--- src/rtl/wb_pkg.sv ---
`default_nettype none
// ============================================================================
// Module   : wb_pkg
// Brief    : Shared types and SoC memory-map constants for the Wishbone fabric.
// Revision : 1.0 - initial release
// ============================================================================
package wb_pkg;

    typedef enum logic [1:0] {
        IDLE = 2'd0,
        BUSY = 2'd1,
        ERR  = 2'd2
    } wb_state_e;

    localparam int WB_AW = 32;
    localparam int WB_DW = 32;

    // Slave i claims an address when (adr & mask) == base.
    localparam logic [31:0] c_bram_base  = 32'h0000_0000;
    localparam logic [31:0] c_bram_mask  = 32'hF000_0000;
    localparam logic [31:0] c_ddr_base   = 32'h4000_0000;
    localparam logic [31:0] c_ddr_mask   = 32'hC000_0000;
    localparam logic [31:0] c_uart_base  = 32'hF000_0000;
    localparam logic [31:0] c_uart_mask  = 32'hFFFF_0000;
    localparam logic [31:0] c_timer_base = 32'hF001_0000;
    localparam logic [31:0] c_timer_mask = 32'hFFFF_0000;

    function automatic int clog2_min1(input int n);
        return (n > 1) ? $clog2(n) : 1;
    endfunction

endpackage
`default_nettype wire

--- src/rtl/wb_rr_arbiter.sv ---
`default_nettype none
// ============================================================================
// Module   : wb_rr_arbiter
// Brief    : Combinational round-robin picker; first requester after last_i.
// Revision : 1.0 - initial release
// ============================================================================
module wb_rr_arbiter #(
    parameter int NM = 2,
    parameter int LW = 1
) (
    input  logic [NM-1:0] req_i,
    input  logic [LW-1:0] last_i,
    output logic [NM-1:0] gnt_o
);

    int w_best_d;

    // Distance 0 is the master right after last_i; the owner itself is farthest.
    always_comb begin
        gnt_o    = '0;
        w_best_d = NM;
        for (int j = 0; j < NM; j++) begin
            if (req_i[j] && (((j + NM - 1 - int'(last_i)) % NM) < w_best_d)) begin
                w_best_d = (j + NM - 1 - int'(last_i)) % NM;
                gnt_o    = '0;
                gnt_o[j] = 1'b1;
            end
        end
    end

endmodule
`default_nettype wire

--- src/rtl/wb_arb_decoder.sv ---
`default_nettype none
// ============================================================================
// Module   : wb_arb_decoder
// Brief    : Shared-bus Wishbone interconnect: round-robin arbiter, base/mask
//            address decoder, unmapped-access error and bus-timeout watchdog.
// Revision : 1.0 - initial release
// ============================================================================
module wb_arb_decoder
    import wb_pkg::*;
#(
    parameter int               NM       = 2,
    parameter int               NS       = 4,
    parameter int               AW       = WB_AW,
    parameter int               DW       = WB_DW,
    parameter logic [NS*AW-1:0] SLV_BASE = '0,
    parameter logic [NS*AW-1:0] SLV_MASK = '0,
    parameter int               TIMEOUT  = 255
) (
    input  logic                 clk_i,
    input  logic                 rst_i,
    input  logic [NM-1:0]        m_cyc_i,
    input  logic [NM-1:0]        m_stb_i,
    input  logic [NM-1:0]        m_we_i,
    input  logic [NM*AW-1:0]     m_adr_i,
    input  logic [NM*DW-1:0]     m_dat_i,
    input  logic [NM*DW/8-1:0]   m_sel_i,
    output logic [DW-1:0]        m_dat_o,
    output logic [NM-1:0]        m_ack_o,
    output logic [NM-1:0]        m_err_o,
    output logic [NM-1:0]        m_rty_o,
    output logic [NS-1:0]        s_cyc_o,
    output logic [NS-1:0]        s_stb_o,
    output logic                 s_we_o,
    output logic [AW-1:0]        s_adr_o,
    output logic [DW-1:0]        s_dat_o,
    output logic [DW/8-1:0]      s_sel_o,
    input  logic [NS*DW-1:0]     s_dat_i,
    input  logic [NS-1:0]        s_ack_i,
    input  logic [NS-1:0]        s_err_i,
    input  logic [NS-1:0]        s_rty_i,
    output logic [NM-1:0]        gnt_o
);

    localparam int SW = DW / 8;
    localparam int LW = clog2_min1(NM);
    localparam int TW = (TIMEOUT > 0) ? $clog2(TIMEOUT + 1) : 1;

    wb_state_e     state_q, state_d;
    logic [NM-1:0] gnt_q, gnt_d;
    logic [LW-1:0] last_q, last_d;
    logic [TW-1:0] tmo_cnt_q, tmo_cnt_d;

    logic [NM-1:0] w_arb_gnt;
    logic [LW-1:0] w_gnt_idx;
    logic          w_gnt_valid;
    logic          w_cyc;
    logic          w_stb;
    logic [NS-1:0] w_hit;
    logic          w_hit_any;
    logic          w_s_ack;
    logic          w_s_err;
    logic          w_s_rty;
    logic          w_resp;
    logic [DW-1:0] w_rdat;

    wb_rr_arbiter #(
        .NM (NM),
        .LW (LW)
    ) u_arb (
        .req_i  (m_cyc_i),
        .last_i (last_q),
        .gnt_o  (w_arb_gnt)
    );

    assign w_gnt_valid = |gnt_q;
    assign gnt_o       = gnt_q;

    always_comb begin : master_mux
        w_gnt_idx = '0;
        w_cyc     = 1'b0;
        w_stb     = 1'b0;
        s_we_o    = 1'b0;
        s_adr_o   = '0;
        s_dat_o   = '0;
        s_sel_o   = '0;
        for (int i = 0; i < NM; i++) begin
            if (gnt_q[i]) begin
                w_gnt_idx = LW'(i);
                w_cyc     = m_cyc_i[i];
                w_stb     = m_stb_i[i];
                s_we_o    = m_we_i[i];
                s_adr_o   = m_adr_i[i*AW +: AW];
                s_dat_o   = m_dat_i[i*DW +: DW];
                s_sel_o   = m_sel_i[i*SW +: SW];
            end
        end
    end

    // Scan downwards so the lowest-index matching window wins on overlap.
    always_comb begin : addr_decode
        w_hit = '0;
        for (int k = NS - 1; k >= 0; k--) begin
            if ((s_adr_o & SLV_MASK[k*AW +: AW]) == SLV_BASE[k*AW +: AW]) begin
                w_hit    = '0;
                w_hit[k] = 1'b1;
            end
        end
        w_hit_any = |w_hit;
    end

    always_comb begin : resp_mux
        w_s_ack = 1'b0;
        w_s_err = 1'b0;
        w_s_rty = 1'b0;
        w_rdat  = '0;
        for (int k = 0; k < NS; k++) begin
            if (w_hit[k]) begin
                w_s_ack = s_ack_i[k];
                w_s_err = s_err_i[k];
                w_s_rty = s_rty_i[k];
                w_rdat  = s_dat_i[k*DW +: DW];
            end
        end
        w_resp = w_s_ack | w_s_err | w_s_rty;
    end

    assign s_cyc_o = {NS{w_gnt_valid & w_cyc}} & w_hit;
    assign s_stb_o = {NS{w_gnt_valid & w_stb & (state_q == BUSY)}} & w_hit;
    assign m_ack_o = gnt_q & {NM{w_s_ack}};
    assign m_rty_o = gnt_q & {NM{w_s_rty}};
    assign m_err_o = gnt_q & {NM{w_s_err | (state_q == ERR)}};
    assign m_dat_o = w_gnt_valid ? w_rdat : '0;

    always_ff @(posedge clk_i or posedge rst_i) begin
        if (rst_i) begin
            state_q   <= IDLE;
            gnt_q     <= '0;
            last_q    <= LW'(NM - 1);
            tmo_cnt_q <= '0;
        end else begin
            state_q   <= state_d;
            gnt_q     <= gnt_d;
            last_q    <= last_d;
            tmo_cnt_q <= tmo_cnt_d;
        end
    end

    // The watchdog only counts while a strobe sits unanswered; anything else clears it.
    always_comb begin : fsm_next
        state_d   = state_q;
        gnt_d     = gnt_q;
        last_d    = last_q;
        tmo_cnt_d = '0;
        case (state_q)
            IDLE: begin
                if (|m_cyc_i) begin
                    gnt_d   = w_arb_gnt;
                    state_d = BUSY;
                end
            end
            BUSY: begin
                if (!w_cyc) begin
                    gnt_d   = '0;
                    last_d  = w_gnt_idx;
                    state_d = IDLE;
                end else if (w_stb && !w_hit_any) begin
                    state_d = ERR;
                end else if (w_stb && !w_resp && (TIMEOUT != 0)) begin
                    if (tmo_cnt_q == TW'(TIMEOUT - 1)) begin
                        state_d = ERR;
                    end else if (tmo_cnt_q != {TW{1'b1}}) begin
                        tmo_cnt_d = tmo_cnt_q + TW'(1);
                    end else begin
                        tmo_cnt_d = tmo_cnt_q;
                    end
                end
            end
            ERR: begin
                state_d = BUSY;
            end
            default: begin
                state_d = IDLE;
                gnt_d   = '0;
            end
        endcase
    end

endmodule
`default_nettype wire

--- config.mk ---
export PLATFORM = sky130hd
export DESIGN_NAME = wb_arb_decoder
export DESIGN_NICKNAME = d
export VERILOG_FILES = /design/src/rtl/wb_pkg.sv /design/src/rtl/wb_rr_arbiter.sv /design/src/rtl/wb_arb_decoder.sv
export SDC_FILE = /design/constraint.sdc
export NUM_CORES = 1
export LEC_CHECK = 0
export BUFFER_PORTS_ARGS = -buffer_cell sky130_fd_sc_hd__buf_2
export CORE_AREA = 2 2 158 160
export CTS_CLUSTER_SIZE = 30
export DETAILED_ROUTE_END_ITERATION = 8
export DIE_AREA = 0 0 160 162
export SYNTH_ARGS = -nofsm -noshare
export SYNTH_HDL_FRONTEND = slang
export SYNTH_SLANG_ARGS = --single-unit
--- constraint.sdc ---
create_clock -name clk_i -period 2.75 [get_ports clk_i]
set_clock_uncertainty 0.1 [all_clocks]
set_input_delay 0.6875 -clock clk_i [delete_from_list [all_inputs] [get_ports clk_i]]
set_output_delay 0.6875 -clock clk_i [all_outputs]
set_load 0.01 [all_outputs]
# ---- Word level (Yosys, flattened, before mapping)
# Index checks and enable logic that the tools add are counted.
dict set report classes {
  bitwise 13
  reduce_logical 10
  mux 30
  magnitude_cmp 2
  eq_ne 9
  addsub 3
}
# cell count
set ops {}
lappend ops {{$mux 32} 6}
lappend ops {{$mux 8} 5}
lappend ops {{$lt 2x32->1} 1}
lappend ops {{$mux 2} 7}
lappend ops {{$pmux 2 s3} 2}
lappend ops {{$add 8x1->8 const B} 1}
lappend ops {{$eq 8x8->1 const B} 1}
lappend ops {{$mux 1} 8}
lappend ops {{$mux 4} 2}
lappend ops {{$ne 8x8->1 const B} 1}
lappend ops {{$and 2x2->2} 3}
lappend ops {{$ne 3x2->1 const B} 2}
lappend ops {{$reduce_and 3->1} 2}
lappend ops {{$and 1x1->1} 5}
lappend ops {{$ne 5x3->1 const B} 1}
lappend ops {{$ne 2x2->1 const B} 2}
lappend ops {{$reduce_or 2->1} 2}
lappend ops {{$logic_and 1x1->1} 3}
lappend ops {{$lt 2x3->1 const B} 1}
lappend ops {{$or 1x1->1} 3}
lappend ops {{$sub 2x1->3 const A} 1}
lappend ops {{$eq 2x1->1 const B} 1}
lappend ops {{$eq 2x2->1 const B} 1}
lappend ops {{$logic_not 2->1} 1}
lappend ops {{4 further kinds} 5}
dict set report word_totals {
  word_cells 71
  output_inout_bits 117
  in_bits 284
  register_bits 13
}

# ---- Depth between registers and ports, before layout
dict set report depth {
  depth_word 10
  ltp_mapped 6
  mapped_depth_nobuf 5
}

# ---- Modules after synthesis
# A second synthesis with hierarchy kept.
dict set report unflattened {
  hier_cells 224
  hier_area_um2 1774.2
}
# module cells_per_inst area_each_um2 seq_area_each_um2 instances
set by_module_without_submodules {}
lappend by_module_without_submodules {wb_arb_decoder 221 1755.4 326.6 1}
lappend by_module_without_submodules {wb_rr_arbiter 3 18.8 0.0 1}

# ---- Worst setup path before layout
# No wires, ideal clock.
dict set report synth_timing {
  path_kind {register to output}
  start {reg gnt_q[0], in the netlist gnt_o[0]}
  end {out s_dat_o[24]}
  n_path_buf 4
  stages_incl_launch_ff 7
  arrival_ns 1.334
  t_required_ns 1.962
  path_slack_ns 0.629
  cell_sequence {dfrtp_1 > buf_2 > nor2b_1 > buf_2 > buf_4 > buf_2 > a22o_1}
}
dict set report synth_via {
  elab_chain_len 2
}
# item line
set synth_lines {}
lappend synth_lines {{start, declared} wb_arb_decoder.sv:49} ;# logic [NM-1:0] gnt_q, gnt_d;
lappend synth_lines {{start signal, assigned} wb_arb_decoder.sv:142} ;# gnt_q <= gnt_d;
lappend synth_lines {{$mux 32 (2 in a row)} wb_arb_decoder.sv:87} ;# if (gnt_q[i]) begin
lappend synth_lines {{end, declared} wb_arb_decoder.sv:35} ;# output logic [DW-1:0] s_dat_o,
# Every way passes these cells.

# ---- Worst setup path in the final report
dict set report layout_timing {
  start {reg gnt_q[0], in the netlist gnt_o[0]}
  end {out s_dat_o[15]}
}
# The elaborated chain is that of the path after synthesis.

==> results.json <==
{
  "finalHoldViolCount": 0,
  "required_ps": 1960,
  "hp-class": "in2async",
  "grt_overflow_total": 0,
  "critPathLaunch": "gnt_o[0]",
  "path_class": "reg2out",
  "grt_pass1_vias": 2600,
  "end_kind": "primary output",
  "rsz0062_at_grt": "false",
  "core_sq_um": 24100,
  "synth_async_sr_flop_share_pct": 100,
  "arrival_ps": 1680,
  "syn_avg_cell_area_sq_um": 8.12,
  "ys_seq_elements": 13,
  "timing.rr.end": "tmo_cnt_q[5]",
  "fin_crit_ps": 2470,
  "post-route-drc-count": 0,
  "cts_max_level": 1,
  "hpwl_um": 8850,
  "rr_startpoint": "gnt_o[1]",
  "cts_resized": 0,
  "io_pins": 401,
  "rr_worst_depth": 5,
  "grt_pass1_wl_um": 14300,
  "numCtsBuffers": 3,
  "status": "finished, final reports clean",
  "vias": 2853,
  "cts_setup_buffers": 0,
  "yosys-top-cells-count": "a22o_1, nor2b_1, clkbuf_1, dfrtp_1",
  "critical_path.slowest_cell": "dfrtp_1",
  "cts_tree": "yes",
  "grtUsageTotal_pct": 6.97,
  "vias_per_cell": 3.46,
  "hold_buffers": 0,
  "finalNonFillerCells": 824,
  "synth_edf_count": 0,
  "netlist_area_sq_um": 1790,
  "wl_per_cell_um": 12.5,
  "first_iter_violations": 146,
  "grt_max_degree": 67,
  "synth_area_leaders": "a22o_1, dfrtp_1, nor2b_1, buf_4, clkbuf_1",
  "hold_ws_ps": 373,
  "nNetsFinal": 783,
  "ys_types": 41,
  "clockRootBuffer": "clkbuf_16",
  "r2r_slack_ps": 1010,
  "yosys.area.top_type": "a22o_1",
  "cp-start-kind": "flip-flop",
  "timing.final.crit_share_pct": 89.7,
  "clk_latency_ps": 240,
  "critPathMaxStageDelay_ps": 550,
  "worst_slew_pin_slew_ps": 518,
  "critPathMaxFanout": 39,
  "dp.cells": 816,
  "die-area_sq_um": 25900,
  "worst_ir_drop_vdd_mv": 0.478,
  "io_buffer_count": 289,
  "synth_warnings": 0,
  "drive_gt1_share_pct": 62.5,
  "clock_sinks": 13,
  "clk_pin_slew_ps": 40,
  "start_util_pct": 7.41,
  "synth_top_cell_area_share_pct": 33.8,
  "dieHeight_um": 162,
  "routed_wl_um": 10300,
  "firstDrtPassIters": 4,
  "gp_congestion": 0.816,
  "die_width_um": 160,
  "crit_chain": "nor2b_4 > buf_12 > a22o_1 > buf_2",
  "cts_buffer_depth": 2,
  "post-route-util_pct": 15.3,
  "finalSetupViolations": 0,
  "core.rowCount": 57,
  "max_cap_violations": 0,
  "tns_ps": 0,
  "synth.most_common_cell": "a22o_1",
  "synthCells": 220,
  "ys_seq_area_share_pct": 18.3,
  "antenna_found_initial": 4,
  "slew_viol_final": 0,
  "syn2layout_area_growth_pct": 107,
  "final_antenna_net_count": 0,
  "clock.fmax_ghz": 0.405,
  "leakagePower_uw": 0.00200,
  "slew_headroom_pct": 65.4,
  "nFillCells": 2783,
  "ys.flop_type": "dfrtp_1",
  "p_per_area_nw_per_um2": 767
}
-- metrics by stage --
stage          setup slack (ps)  area (sq um)  total power (uW)
3_5_place_dp                472          3610              2580
6_report                    283          3690              2830
4_1_cts                     208          3680              2870
3_3_place_gp                487          3610              2570
5_1_grt                     157          3690              3050
2_1_floorplan               629          1810              1600
-- state kept, by name, summed over array words and instances, names as in the netlist --
name,cells
last_q,1
state_q,2
gnt_o,2
tmo_cnt_q,8
-- cells by family after synthesis --
kind of cell	after synthesis	share of synthesized area (%)
flip-flops	13	18.3
AND/OR/NAND/NOR	75	25.8
adder cells (fa/ha/maj)	2	1.40
buffers and inverters	34	9.38
AO/OA/AOI/OAI	90	42.2
multiplexers	2	1.26
other	1	0.210
XOR/XNOR	3	1.47
-- worst max-delay path by stage --
| stage | cells past startpoint | to |
|---|---|---|
| after floorplan | 6 | s_dat_o[24] |
| after global placement | 4 | s_dat_o[15] |
| after detailed placement | 4 | s_dat_o[15] |
| after CTS | 4 | s_dat_o[15] |
| after global routing | 4 | s_dat_o[21] |
| final | 4 | s_dat_o[15] |
-- placed cells by master, fill, tap and decap left out, types with 3 or more instances in the layout --
cell type / instances
and2_1: 5
conb_1: 6
o21ai_0: 4
buf_4: 3
nor2b_1: 34
buf_12: 3
nand3_1: 3
inv_1: 6
nand2_1: 6
clkbuf_16: 3
nor2_1: 6
a22o_1: 69
diode_2: 4
a21oi_1: 4
nand2b_1: 4
buf_2: 289
nor3_1: 3
dfrtp_1: 11
-- metal layers --
layer  GRT usage, %  share of wire (%)  vias to the layer above
met5              0                  0                        -
met4          0.901               0.39                        0
met3           1.76                9.8                        8
met2           12.8                 50                      198
met1           8.42                 39                     1266
li1               -                  -                     1381
-- critical path: cells and delay by family, from the launching register on --
kind                   cells  cell delay [ps]
DFF                        1              550
and+or+nand+nor            1              320
buffers and inverters      2              370
AOI/OAI and AO/OA          1              190
-- layout make-up --
cell class	count	area (sq um)	share of cell area [%]
antenna	4	10.0	0.271
clock buffer	4	78.8	2.13
sequential	13	328	8.87
inverter	6	22.5	0.610
timing repair buffer	295	1530	41.4
tap	324	405	11.0
multi-input combinational	178	1320	35.8
-- power breakdown --
part / internal [uW] / leakage (uW) / switching (uW)
clock: 195 / 0.0000382 / 78.2
combinational: 1040 / 0.00179 / 1220
sequential: 227 / 0.000172 / 73.6
total: 1460 / 0.00200 / 1370
(Power assumes the default switching activity.)
